==> src/rtl/clock_control.sv <==
// rtl/clock_control.sv - debounced step/mode button conditioner for the CPU clock mux
//
// Optional feature macro: STEP_REPEAT_EN (step auto-repeat while the button is held).
//
// Ports (clock_control):
//   sys_clk        system clock, sole clock domain
//   rst            synchronous active-high reset
//   step_btn       raw step button, active-high, asynchronous
//   mode_btn       raw mode button, active-high, asynchronous
//   mode           0 = continuous, 1 = manual (clock mux select)
//   manual_toggle  manual clock level, one fixed-width high pulse per step
//   step_busy      high while a step pulse is being emitted
//
// Ports (clock_control_sync):
//   sys_clk, rst   clock and synchronous active-high reset
//   async_level    asynchronous level to be synchronized
//   sync_level     level after two flops

module clock_control_sync (
    input  logic sys_clk,
    input  logic rst,
    input  logic async_level,
    output logic sync_level
);

    logic meta;

    always_ff @(posedge sys_clk) begin
        if (rst) begin
            meta       <= 1'b0;
            sync_level <= 1'b0;
        end else begin
            meta       <= async_level;
            sync_level <= meta;
        end
    end

endmodule

module clock_control #(
    parameter int DEBOUNCE_CYCLES = 500000,
    parameter int PULSE_CYCLES    = 1000,
    parameter int HOLD_CYCLES     = 25000000,
    parameter int REPEAT_CYCLES   = 5000000
) (
    input  logic sys_clk,
    input  logic rst,
    input  logic step_btn,
    input  logic mode_btn,
    output logic mode,
    output logic manual_toggle,
    output logic step_busy
);

    if (DEBOUNCE_CYCLES < 2 || PULSE_CYCLES < 1 || HOLD_CYCLES < 1 ||
        REPEAT_CYCLES <= PULSE_CYCLES) begin : g_bad_params
        $error("clock_control: illegal timing parameters");
    end

    localparam int CW = $clog2(DEBOUNCE_CYCLES);
    localparam logic [CW-1:0] DB_LAST = CW'(DEBOUNCE_CYCLES - 1);

    localparam int PW = $clog2(PULSE_CYCLES + 1);
    localparam logic [PW-1:0] PULSE_LOAD = PW'(PULSE_CYCLES - 1);

`ifdef STEP_REPEAT_EN
    localparam int RMAX = (HOLD_CYCLES > REPEAT_CYCLES) ? HOLD_CYCLES : REPEAT_CYCLES;
    localparam int RW = $clog2(RMAX + 1);
    localparam logic [RW-1:0] HOLD_LOAD   = RW'(HOLD_CYCLES - 1);
    localparam logic [RW-1:0] REPEAT_LOAD = RW'(REPEAT_CYCLES - 1);
`endif

    typedef enum logic [1:0] {
        IDLE  = 2'd0,
        PULSE = 2'd1,
        HOLD  = 2'd2
    } step_state_t;

    // Button index 0 = step, 1 = mode.
    logic [1:0]    btn_sync;
    logic [1:0]    btn_stable;
    logic [1:0]    btn_press;
    logic [CW-1:0] db_cnt [2];

    step_state_t   state;
    logic [PW-1:0] pulse_cnt;
`ifdef STEP_REPEAT_EN
    logic [RW-1:0] rep_cnt;
`endif

    logic step_press;
    logic step_level;
    logic mode_press;
    logic mode_next;

    clock_control_sync u_sync_step (
        .sys_clk    (sys_clk),
        .rst        (rst),
        .async_level(step_btn),
        .sync_level (btn_sync[0])
    );

    clock_control_sync u_sync_mode (
        .sys_clk    (sys_clk),
        .rst        (rst),
        .async_level(mode_btn),
        .sync_level (btn_sync[1])
    );

    // Debounce: a new level must be seen for DEBOUNCE_CYCLES consecutive
    // samples; any sample matching the accepted level restarts the count.
    always_ff @(posedge sys_clk) begin
        if (rst) begin
            btn_stable <= '0;
            btn_press  <= '0;
            for (int b = 0; b < 2; b++) begin
                db_cnt[b] <= '0;
            end
        end else begin
            for (int b = 0; b < 2; b++) begin
                btn_press[b] <= 1'b0;
                if (btn_sync[b] == btn_stable[b]) begin
                    db_cnt[b] <= '0;
                end else if (db_cnt[b] == DB_LAST) begin
                    btn_stable[b] <= ~btn_stable[b];
                    db_cnt[b]     <= '0;
                    // strobe only on an accepted 0->1 transition
                    btn_press[b]  <= ~btn_stable[b];
                end else begin
                    db_cnt[b] <= db_cnt[b] + 1'b1;
                end
            end
        end
    end

    assign step_press = btn_press[0];
    assign step_level = btn_stable[0];
    assign mode_press = btn_press[1];

    // Value mode takes at the coming edge; lets a pulse be cut in the same
    // edge that mode drops so the two outputs fall together.
    assign mode_next = mode ^ mode_press;

    always_ff @(posedge sys_clk) begin
        if (rst) begin
            mode <= 1'b0;
        end else begin
            mode <= mode_next;
        end
    end

    always_ff @(posedge sys_clk) begin
        if (rst) begin
            state         <= IDLE;
            manual_toggle <= 1'b0;
            step_busy     <= 1'b0;
            pulse_cnt     <= '0;
`ifdef STEP_REPEAT_EN
            rep_cnt       <= '0;
`endif
        end else begin
            case (state)
                IDLE: begin
                    // judged against the pre-toggle mode value
                    if (step_press && mode) begin
                        state         <= PULSE;
                        manual_toggle <= 1'b1;
                        step_busy     <= 1'b1;
                        pulse_cnt     <= PULSE_LOAD;
`ifdef STEP_REPEAT_EN
                        rep_cnt       <= HOLD_LOAD;
`endif
                    end
                end

                PULSE: begin
`ifdef STEP_REPEAT_EN
                    if (rep_cnt != '0) begin
                        rep_cnt <= rep_cnt - 1'b1;
                    end
`endif
                    if (!mode_next || pulse_cnt == '0) begin
                        state         <= HOLD;
                        manual_toggle <= 1'b0;
                        step_busy     <= 1'b0;
                        pulse_cnt     <= '0;
                    end else begin
                        pulse_cnt <= pulse_cnt - 1'b1;
                    end
                end

                HOLD: begin
                    if (!step_level) begin
                        state <= IDLE;
`ifdef STEP_REPEAT_EN
                        rep_cnt <= '0;
`endif
                    end
`ifdef STEP_REPEAT_EN
                    // repeat timer runs from the previous pulse's rising edge
                    else if (rep_cnt != '0) begin
                        rep_cnt <= rep_cnt - 1'b1;
                    end else if (mode) begin
                        state         <= PULSE;
                        manual_toggle <= 1'b1;
                        step_busy     <= 1'b1;
                        pulse_cnt     <= PULSE_LOAD;
                        rep_cnt       <= REPEAT_LOAD;
                    end
`endif
                end

                default: begin
                    state         <= IDLE;
                    manual_toggle <= 1'b0;
                    step_busy     <= 1'b0;
                end
            endcase
        end
    end

endmodule

==> config.mk <==
export PLATFORM = sky130hd
export DESIGN_NAME = clock_control
export DESIGN_NICKNAME = d
export VERILOG_FILES = /design/src/rtl/clock_control.sv
export SDC_FILE = /design/constraint.sdc
export NUM_CORES = 1
export LEC_CHECK = 0
export ABC_AREA = 1
export CAP_MARGIN = 25
export CORE_MARGIN = 3
export CORE_UTILIZATION = 67
export DETAILED_ROUTE_END_ITERATION = 12
export HOLD_SLACK_MARGIN = 0.08
export PLACE_DENSITY_LB_ADDON = 0.2
export SLEW_MARGIN = 20
export SYNTH_ARGS = -nofsm -noshare
export SYNTH_HDL_FRONTEND = slang
export SYNTH_HIERARCHICAL = 1
export SYNTH_SLANG_ARGS = --single-unit
==> constraint.sdc <==
create_clock -name sys_clk -period 4.9 [get_ports sys_clk]
set_input_delay 0.49 -clock sys_clk [delete_from_list [all_inputs] [get_ports sys_clk]]
set_output_delay 0.49 -clock sys_clk [all_outputs]
set_load 0.005 [all_outputs]
Word-level counts from Yosys, hierarchy flattened --
Memory sizes are Yosys's and may differ from the RTL's. Cells that the tools add are included.
Cells by class: muxes and demuxes 40, bitwise logic cells 14, add/sub/neg operators 3, reductions and logical operators 13, equality and inequality tests 9
Operators by type and width (number):
- $mux W19 | 6
- $add A19 B1 Y19 const B | 2
- $eq A19 B19 Y1 const B | 2
- $mux W1 | 26
- $mux W10 | 2
- $pmux W10 S2 | 1
- $logic_not A10 Y1 | 1
- $sub A10 B1 Y10 const B | 1
- $not A1 Y1 | 7
- $mux W2 | 3
- $ne A2 B2 Y1 const B | 3
- $or A1 B1 Y1 | 6
- $pmux W2 S3 | 1
- $reduce_and A2 Y1 | 3
- $reduce_and A3 Y1 | 2
- $reduce_or A3 Y1 | 2
- $pmux W1 S3 | 1
- $eq A1 B1 Y1 | 2
- $eq A2 B1 Y1 const B | 1
- $eq A2 B2 Y1 const B | 1
- $logic_not A2 Y1 | 1
- $reduce_bool A2 Y1 | 1
- $logic_and A1 B1 Y1 | 1
- $logic_not A1 Y1 | 1
- 2 further kinds | 2
Storage, ports and cells: register bits 22, output and inout port bits 3, RAM bits 38, memories kept 1, word-level logic and storage cells 92, input bits 4
Memory list:
- db_cnt | words 2, width 19, read ports 2, clocked after memory_dff 0, wr ports 2, RTL line 83 | logic [CW-1:0] db_cnt [2];

Logic depth before layout (Yosys ltp) --
Gate-level depths: netlist of run 1.
depth in word-level cells 7, gate-level depth with buffers 11, mapped depth without buffers 11

Modules after synthesis --
Netlist of run 1, hierarchy kept.
By module, submodules not included:
- clock_control | seq. area each 1501.4 um^2, area an instance 3258.1 um^2, cells an instance 415, times used 1
- clock_control_sync | seq. area each 40.0 um^2, area an instance 55.1 um^2, cells an instance 6, times used 2

Worst setup path after synthesis of run 1 --
No wires, ideal clock.
path type register -> register, start mem db_cnt[1][0] (netlist bit), end mem db_cnt[1][15] (netlist bit) (data pin), arrival 1387 ps, library setup time 261 ps, data required time 4639 ps, stages on the path, launching flop included 8, buffers on the path 1, setup slack 3252 ps, clock period less this slack 1648 ps, cell sequence edfxtp_1 > ha_1 > nand2_2 > nor2_4 > nand3_1 > nand3_2 > buf_6 > a21oi_1
RTL lines (RTL line):
- start, declared | 83

==> flow_summary.toml, run 1 <==
[synth]
syn-instance-count = 427
synthArstFlopShare = 0
ys_seq_area_frac = 0.470
ys_warn_count = 6
yosys.area.top_type_share = 0.339
synth_area_leaders = "edfxtp_1, dfxtp_1, nand2_1"
ys_ff_latch = 60
avgSynthCellArea_sq_um = 7.89
synth_top_cell_by_area = "edfxtp_1"
synth_edf_count = 38
synthFlopType = "edfxtp_1"
synth_common_cells = "nand2_1, nor2_1, inv_1"
syn_area_sq_um = 3370
synth.most_common_cell = "nand2_1"
ys_types = 32

[critical_path]
cp_slowest_cell = "clkdlybuf4s50_1"
crit_arrival_ns = 2.29
worst-setup-path-type = "primary input to flip-flop"
critPathMaxStageDelay_ns = 0.80
startpoint_type = "primary input"
path_cells = "clkdlybuf4s50_1 > inv_2 > o21ai_0 > nor2_1 > nand2_2 > inv_1 > nand2_1 > inv_1"
worstPathRequired_ns = 5.00
crit_top_cell = "inv_1"
reg2reg_from = "db_cnt[0][0]"
cp_max_fo = 18
endpoint_kind = "flip-flop"
startpoint = "rst"

[layout]
diodes = 0
final_core_util = 0.794
finalNonFillerCells = 549
drive_gt1_frac = 0.0788
syn_to_final_growth_pct = 12.9
seq_area_sq_um = 1580
design_area_sq_um = 3800
multiInputGateArea_sq_um = 1680
nets = 485
fill_cells = 333

[status]
status = "complete, no violations"

[global_routing]
grt_pass1_wl_um = 12000
grt_pass1_vias = 2855
antenna_found_initial = 0
overflow = 0
grt_start_max_net_pins = 20
track_usage = 0.252

[clock_network]
cts_max_level = 3
cts_setup_buffers = 0
hold_buffers = 0
cts_tree = "built"
clock_sinks = 60
cts_resized = 0
insertion_delay_ns = 0.34
clk_pin_slew_worst_paths_ns = 0.06
numCtsBuffers = 9
clockRootBuffer = "clkbuf_8"
clockBufferDepth = 2

[drt]
ant_nets = 0
wire_per_inst_um = 12.7
first_iter_violations = 238
vias = 2910
vias_per_cell = 5.30
dr.pass1.iters = 6
drc = 0
route.final.wire_length_um = 6950

[sta]
slew-limit-headroom = 0.649
fin_skew_ns = 0.00724
finalSetupViolCount = 0
finalCritPeriodShare = 0.448
finalCriticalPeriod_ns = 2.19
slew_violations = 0
hold_viol_final = 0
tightest_slew_ns = 0.524
fmax_ghz = 0.456
rsz0062_at_grt = "no"
finalSetupTns_ns = 0

[pwr]
power_density_nw_per_um2 = 272
vdd_drop_max_v = 0.000202
totalPowerFinal_mw = 1.03
power_leakage_nw = 1.57

[worst_hold_path]
min-delay-start = "u_sync_mode/meta"
min_path_type = "flip-flop to flip-flop"

[place]
gp_congestion = 0.916
postPlaceCellArea_sq_um = 3610
place_hpwl_um = 4960
dp_cells = 533
io_buffers = 6

[die]
rows = 25
start_util = 0.704
dieArea_sq_um = 5910
ios = 7
design.core.area_sq_um = 4790
die_x_um = 76.9
die_h_um = 76.9

[flow_run]
maxCapViolations = 0
-- per-stage QoR --
step,worst slack (ns),hold slack (ns)
floorplan,3.25,0.388
global placement,2.47,0.407
detailed placement,2.39,0.408
CTS,2.73,0.415
global route,2.54,0.455
finish,2.71,0.416
-- logic make-up (layout without fill, tap and decap cells) --
| logic type | after synthesis | after routing | share of synthesized area |
|---|---|---|---|
| buf+inv | 59 | 77 | 0.0736 |
| other cells | 1 | 38 | 0.00111 |
| simple gates | 234 | 234 | 0.316 |
| xor+xnor | 17 | 17 | 0.0442 |
| flops | 60 | 60 | 0.470 |
| compound gates | 52 | 52 | 0.0802 |
| fa+ha+maj | 4 | 4 | 0.0149 |
-- registers in the layout, summed over array words and instances, names as in the netlist, 2 cells and up --
name	count
db_cnt	38
pulse_cnt	10
btn_press	2
btn_stable	2
state	2
-- path summary, 6_finish.rpt --
kind                                  to  slack [ns]  cells past startpoint
setup / recovery           db_cnt[0][15]        2.71                      8
hold / removal    u_sync_mode/sync_level        0.42                      2
setup reg to reg           db_cnt[0][15]        2.89                     10
hold reg to reg   u_sync_mode/sync_level        0.42                      2
-- cells in the final DEF (no fill, tap or decap), drive strengths merged, types with 14 or more instances in the layout --
master,netlist,routed
conb,1,38
nor2,76,76
xor2,14,14
inv,55,55
a21oi,35,35
edfxtp,38,38
nand3,33,33
o21ai,15,15
clkbuf,0,15
nand2,94,94
dfxtp,22,22
-- where the power goes --
part / leakage [nW] / internal [mW] / switching (mW)
logic: 0.903 / 0.0130 / 0.0291
registers: 0.570 / 0.552 / 0.0162
clock network: 0.0997 / 0.239 / 0.184
-- routing by layer --
| metal | GRT usage | share of wire | wire length, um | up-vias |
|---|---|---|---|---|
| met2 | 0.454 | 0.52 | 3580 | 83 |
| li1 | - | - | - | 1463 |
| met4 | 0.107 | 0.020 | 142 | 0 |
| met5 | 0 | 0 | 0 | - |
| met1 | 0.287 | 0.42 | 2900 | 1346 |
| met3 | 0.0516 | 0.047 | 326 | 18 |
-- critical path: cells and delay by family --
family	cells	cell delay, ns
compound gates	1	0.18
simple gates	3	0.48
buf+inv	4	1.13
-- cell type report --
| cell class | instances | area share |
|---|---|---|
| tap | 67 | 0.0221 |
| inverter | 55 | 0.0543 |
| sequential | 60 | 0.416 |
| multi-input combinational | 345 | 0.441 |
| clock inverter | 1 | 0.00132 |
| clock buffer | 15 | 0.0490 |
| timing repair buffer | 6 | 0.0158 |
(Power assumes the default switching activity.)
==> inputs of run 2 (changes only) <==
--- a/config.mk
+++ b/config.mk
@@ -8,7 +8,7 @@
 export ABC_AREA = 1
 export CAP_MARGIN = 25
 export CORE_MARGIN = 3
-export CORE_UTILIZATION = 67
+export CORE_UTILIZATION = 62
 export DETAILED_ROUTE_END_ITERATION = 12
 export HOLD_SLACK_MARGIN = 0.08
 export PLACE_DENSITY_LB_ADDON = 0.2
==> constraint.sdc (replaced) <==
create_clock -name sys_clk -period 2.3 [get_ports sys_clk]
set_input_delay 0.23 -clock sys_clk [delete_from_list [all_inputs] [get_ports sys_clk]]
set_output_delay 0.23 -clock sys_clk [all_outputs]
set_load 0.005 [all_outputs]
==> flow_summary.toml, run 2 (same netlist as run 1, synthesis figures left out) <==
[sta]
fmax_ghz = 0.525
fin_skew_ns = 0.00732
finalSetupTns_ns = 0
hold_viol_final = 0
slew_violations = 0
timing.final.ws_setup_ns = 0.396
finalCritPeriodShare = 0.828
holdWs_ns = 0.398
finalCriticalPeriod_ns = 1.90
rsz0062_at_grt = "no"
finalSetupViolCount = 0

[critical_path]
path_cells = "ha_1 > nand2_2 > nor2_4 > nand3_1 > nand3_2 > a21oi_1"
rrSetupSlack_ns = 0.40
endpoint = "db_cnt[1][16]"
crit_arrival_ns = 2.07
cp_slowest_cell = "edfxtp_1"
startpoint = "db_cnt[1][0]"
worstPathRequired_ns = 2.47
startpoint_type = "flip-flop"
critPathMaxStageDelay_ns = 0.50
rr_endpoint = "db_cnt[1][16]"
cp_max_fo = 19
reg2reg_from = "db_cnt[1][0]"
reg2reg_depth = 6
endpoint_kind = "flip-flop"
worst-setup-path-type = "flip-flop to flip-flop"

[global_routing]
grt_pass1_vias = 2537
antenna_found_initial = 0
grt_start_max_net_pins = 20
grt_pass1_wl_um = 11100
overflow = 0
track_usage = 0.224

[layout]
seq_area_sq_um = 1580
design_area_sq_um = 3800
diodes = 0
largest_reg_flops = 38
drive_gt1_frac = 0.0768
final_cell_mix = "nand2_1, nor2_1, inv_1"
regMostFlops = "db_cnt"
multiInputGateArea_sq_um = 1680
finalNonFillerCells = 552
syn_to_final_growth_pct = 13.0
nets = 486
fill_cells = 396
layout_commonest_cell = "nand2_1"
reg_top3 = "db_cnt: 38 flops, pulse_cnt: 10 flops"

[pwr]
p_seq_frac = 0.548
switching_share = 0.220
comb_power_share = 0.040
clockPowerShare = 0.412
vdd_drop_max_v = 0.000540
power.switching_mw = 0.486
p_int_mw = 1.72
power_density_nw_per_um2 = 581
power_leakage_nw = 1.57

[drt]
wire_per_inst_um = 11.7
wl_met1_um = 3070
drc = 0
route.final.wire_length_um = 6430
highest_layer = "met4"
first_iter_violations = 217
ant_nets = 0
dr.pass1.iters = 5
vias = 2828
wl_met2_um = 2890
vias_per_cell = 5.12
wl_met3_um = 370

[clock_network]
clock_sinks = 60
numCtsBuffers = 9
cts_tree = "built"
clockRootBuffer = "clkbuf_8"
clk_pin_slew_worst_paths_ns = 0.06
cts_setup_buffers = 0
cts_max_level = 3
cts_resized = 0
insertion_delay_ns = 0.34
clockBufferDepth = 2
hold_buffers = 0

[die]
design.core.area_sq_um = 5170
dieArea_sq_um = 6350
rows = 26
die_x_um = 79.7
ios = 7
start_util = 0.651
die_h_um = 79.7

[flow_run]
maxCapViolations = 0

[worst_hold_path]
min_path_type = "flip-flop to flip-flop"

[place]
gp_congestion = 0.885
place_hpwl_um = 4710
postPlaceCellArea_sq_um = 3620
io_buffers = 6
dp_slack_ns = 0.383
dp_cells = 537

[status]
status = "complete, no violations"
## run 2: cell count changes in the layout (fill, tap and decap cells not counted)
cell,previous run,this run
buf_4,0,1
bufinv_16,0,1
clkbuf_8,13,10
clkinv_1,0,1
## run 2: metrics by stage
stage,power [mW],utilization
detailed placement,1.32,0.700
global placement,1.31,0.700
floorplan,1.29,-
finish,2.21,0.736
global route,2.30,0.736
CTS,2.23,0.736
## run 2: layer usage
layer / up-vias / global-route usage
met3: 11 / 0.0632
met4: 0 / 0.0928
met2: 80 / 0.342
li1: 1467 / -
met1: 1270 / 0.299
met5: - / 0
## run 2: power groups by stage
stage	registers (mW)	clock network, mW	logic [mW]
2_1_floorplan	1.22	0	0.0700
3_3_place_gp	1.23	0	0.0834
3_5_place_dp	1.23	0	0.0859
4_1_cts	1.21	0.935	0.0869
5_1_grt	1.21	0.980	0.104
6_report	1.21	0.910	0.0889
## run 2: worst min-delay path by stage
stage	startpoint	to	slack (ns)	cells after the start
2_1_floorplan	rst	u_sync_mode/meta	0.30	1
3_3_place_gp	u_sync_mode/meta	u_sync_mode/sync_level	0.39	2
3_5_place_dp	u_sync_step/meta	u_sync_step/sync_level	0.40	2
4_1_cts	step_btn	u_sync_step/meta	0.39	3
5_1_grt	step_btn	u_sync_step/meta	0.39	3
6_report	u_sync_mode/meta	u_sync_mode/sync_level	0.40	2
## run 2: cell type report
class | instances | area share
inverter | 55 | 0.0543
timing repair buffer | 7 | 0.0178
clock buffer | 12 | 0.0381
tap | 70 | 0.0230
multi-input combinational | 345 | 0.441
sequential | 60 | 0.416
clock inverter | 3 | 0.0102
## run 2: worst max-delay path: cells and delay by family, from the launching register on
family	cells	cell delay, ns
flip-flops	1	0.50
AO/OA/AOI/OAI	1	0.29
AND/OR/NAND/NOR	4	0.64
adder cells (fa/ha/maj)	1	0.30
==> inputs of run 3 (changes only) <==
==> constraint.sdc (replaced) <==
create_clock -name sys_clk -period 1.8 [get_ports sys_clk]
set_input_delay 0.18 -clock sys_clk [delete_from_list [all_inputs] [get_ports sys_clk]]
set_output_delay 0.18 -clock sys_clk [all_outputs]
set_load 0.005 [all_outputs]
==> flow_summary.toml, run 3 (same netlist as run 1, synthesis figures left out) <==
[critical_path]
rr_endpoint = "db_cnt[1][10]"
rrSetupSlack_ns = 0.13
endpoint_kind = "flip-flop"
startpoint_type = "flip-flop"
critPathMaxStageDelay_ns = 0.38
crit_arrival_ns = 1.75
startpoint = "db_cnt[1][1]"
crit_buf_inv = 0
worst-setup-path-type = "flip-flop to flip-flop"
cp_slowest_cell = "edfxtp_1"
crit_top_cell = "nand3_2"
path_cells = "ha_1 > nand2_2 > nor2_4 > nand3_2 > nand3_2 > a21oi_1"
reg2reg_depth = 6
crit_family = "simple AND/OR/NAND/NOR gates"
reg2reg_from = "db_cnt[1][1]"
cp_max_fo = 9
worstPathRequired_ns = 1.88

[drt]
wire_per_inst_um = 12.4
route.final.wire_length_um = 6930
vias = 2938
drc = 0
ant_nets = 0
dr.pass1.iters = 5
vias_per_cell = 5.26
first_iter_violations = 228

[sta]
finalSetupTns_ns = 0
finalCritPeriodShare = 0.925
rsz0062_at_grt = "no"
fmax_ghz = 0.600
finalCriticalPeriod_ns = 1.67
fin_skew_ns = 0.00855
slew_violations = 0
holdWs_ns = 0.356
hold_viol_final = 0
finalSetupViolCount = 0

[status]
status = "complete, no violations"

[global_routing]
track_usage = 0.239
antenna_found_initial = 0
grt_pass1_vias = 2815
grt_pass1_wl_um = 11800
overflow = 0
grt_start_max_net_pins = 20

[pwr]
switching_share = 0.224
p_int_mw = 2.12
power_leakage_nw = 1.60
power.switching_mw = 0.612
comb_power_share = 0.049
vdd_drop_max_v = 0.000534
clockPowerShare = 0.386
power_density_nw_per_um2 = 704
p_seq_frac = 0.566

[worst_hold_path]
hold_end = "u_sync_step/meta"
holdPathStages = 3
min-delay-start = "step_btn"
min_path_type = "primary input to flip-flop"

[clock_network]
cts_tree = "built"
cts_resized = 0
clk_pin_slew_worst_paths_ns = 0.06
hold_buffers = 0
numCtsBuffers = 9
cts_max_level = 3
clock_sinks = 60
clockRootBuffer = "clkbuf_8"
cts_setup_buffers = 0
insertion_delay_ns = 0.34
clockBufferDepth = 2

[place]
dp_cells = 542
io_buffers = 6
place_hpwl_um = 4970
gp_congestion = 0.943

[die]
start_util = 0.651
die_h_um = 79.7
die_x_um = 79.7
ios = 7
design.core.area_sq_um = 5170
dieArea_sq_um = 6350
rows = 26

[layout]
syn_to_final_growth_pct = 15.0
layout_commonest_cell = "nand2_1"
diodes = 0
nets = 492
multiInputGateArea_sq_um = 1710
finalNonFillerCells = 559
regMostFlops = "db_cnt"
final_cell_mix = "nand2_1, nor2_1, inv_1"
fill_cells = 383
seq_area_sq_um = 1580
largest_reg_flops = 38
reg_top3 = "db_cnt: 38 flops, pulse_cnt: 10 flops"
drive_gt1_frac = 0.0941

[flow_run]
maxCapViolations = 0
run 3: cell types whose count changed in the layout (fill, tap and decap cells not counted), sizes merged:
cell and change:
bufinv -1, clkbuf +2, buf +5, nand3 +1
run 3: final cells by class:
type / count / area share
Timing Repair Buffer: 12 / 0.0304
Multi-Input combinational cell: 346 / 0.441
Clock buffer: 14 / 0.0420
Clock inverter: 2 / 0.00226
Inverter: 55 / 0.0533
Sequential cell: 60 / 0.408
Tap cell: 70 / 0.0226
run 3: worst max path at each step:
| stage | to | slack [ns] | cells after the start |
|---|---|---|---|
| after global routing | db_cnt[1][14] | 0.004 | 8 |
| after CTS | db_cnt[1][2] | 0.05 | 6 |
| after detailed placement | db_cnt[0][2] | 0.03 | 7 |
| after floorplan | db_cnt[1][15] | 0.15 | 7 |
| final | db_cnt[1][10] | 0.13 | 6 |
| after global placement | db_cnt[0][2] | 0.1 | 7 |
run 3: per-stage QoR:
step	cell area, sq um	setup WS [ns]	power (mW)	util
after CTS	3840	0.0484	2.74	0.743
final	3870	0.134	2.73	0.749
after floorplan	3510	0.152	1.65	-
after global routing	3870	0.00428	2.85	0.749
after detailed placement	3670	0.0255	1.69	0.710
after global placement	3670	0.0995	1.69	0.710
run 3: worst register-to-register path: cells and delay by family (launching register included):
| family | cells | cell delay, ns |
|---|---|---|
| fa+ha+maj | 1 | 0.26 |
| compound gates | 1 | 0.07 |
| simple gates | 4 | 0.71 |
| flops | 1 | 0.38 |
run 3: power by group through the flow:
stage                     sequential [mW]  combinational [mW]  clock [mW]
after floorplan                      1.56              0.0895           0
after global placement               1.57               0.120           0
after detailed placement             1.57               0.122           0
after CTS                            1.54               0.124        1.08
after global routing                 1.55               0.151        1.15
final                                1.54               0.133        1.05
run 3: metal layers:
layer | vias to the layer above | track usage | share of wire
li1 | 1483 | - | -
met1 | 1341 | 0.293 | 0.46
met2 | 93 | 0.386 | 0.46
met3 | 21 | 0.0813 | 0.062
met4 | 0 | 0.0945 | 0.021
met5 | - | 0 | 0
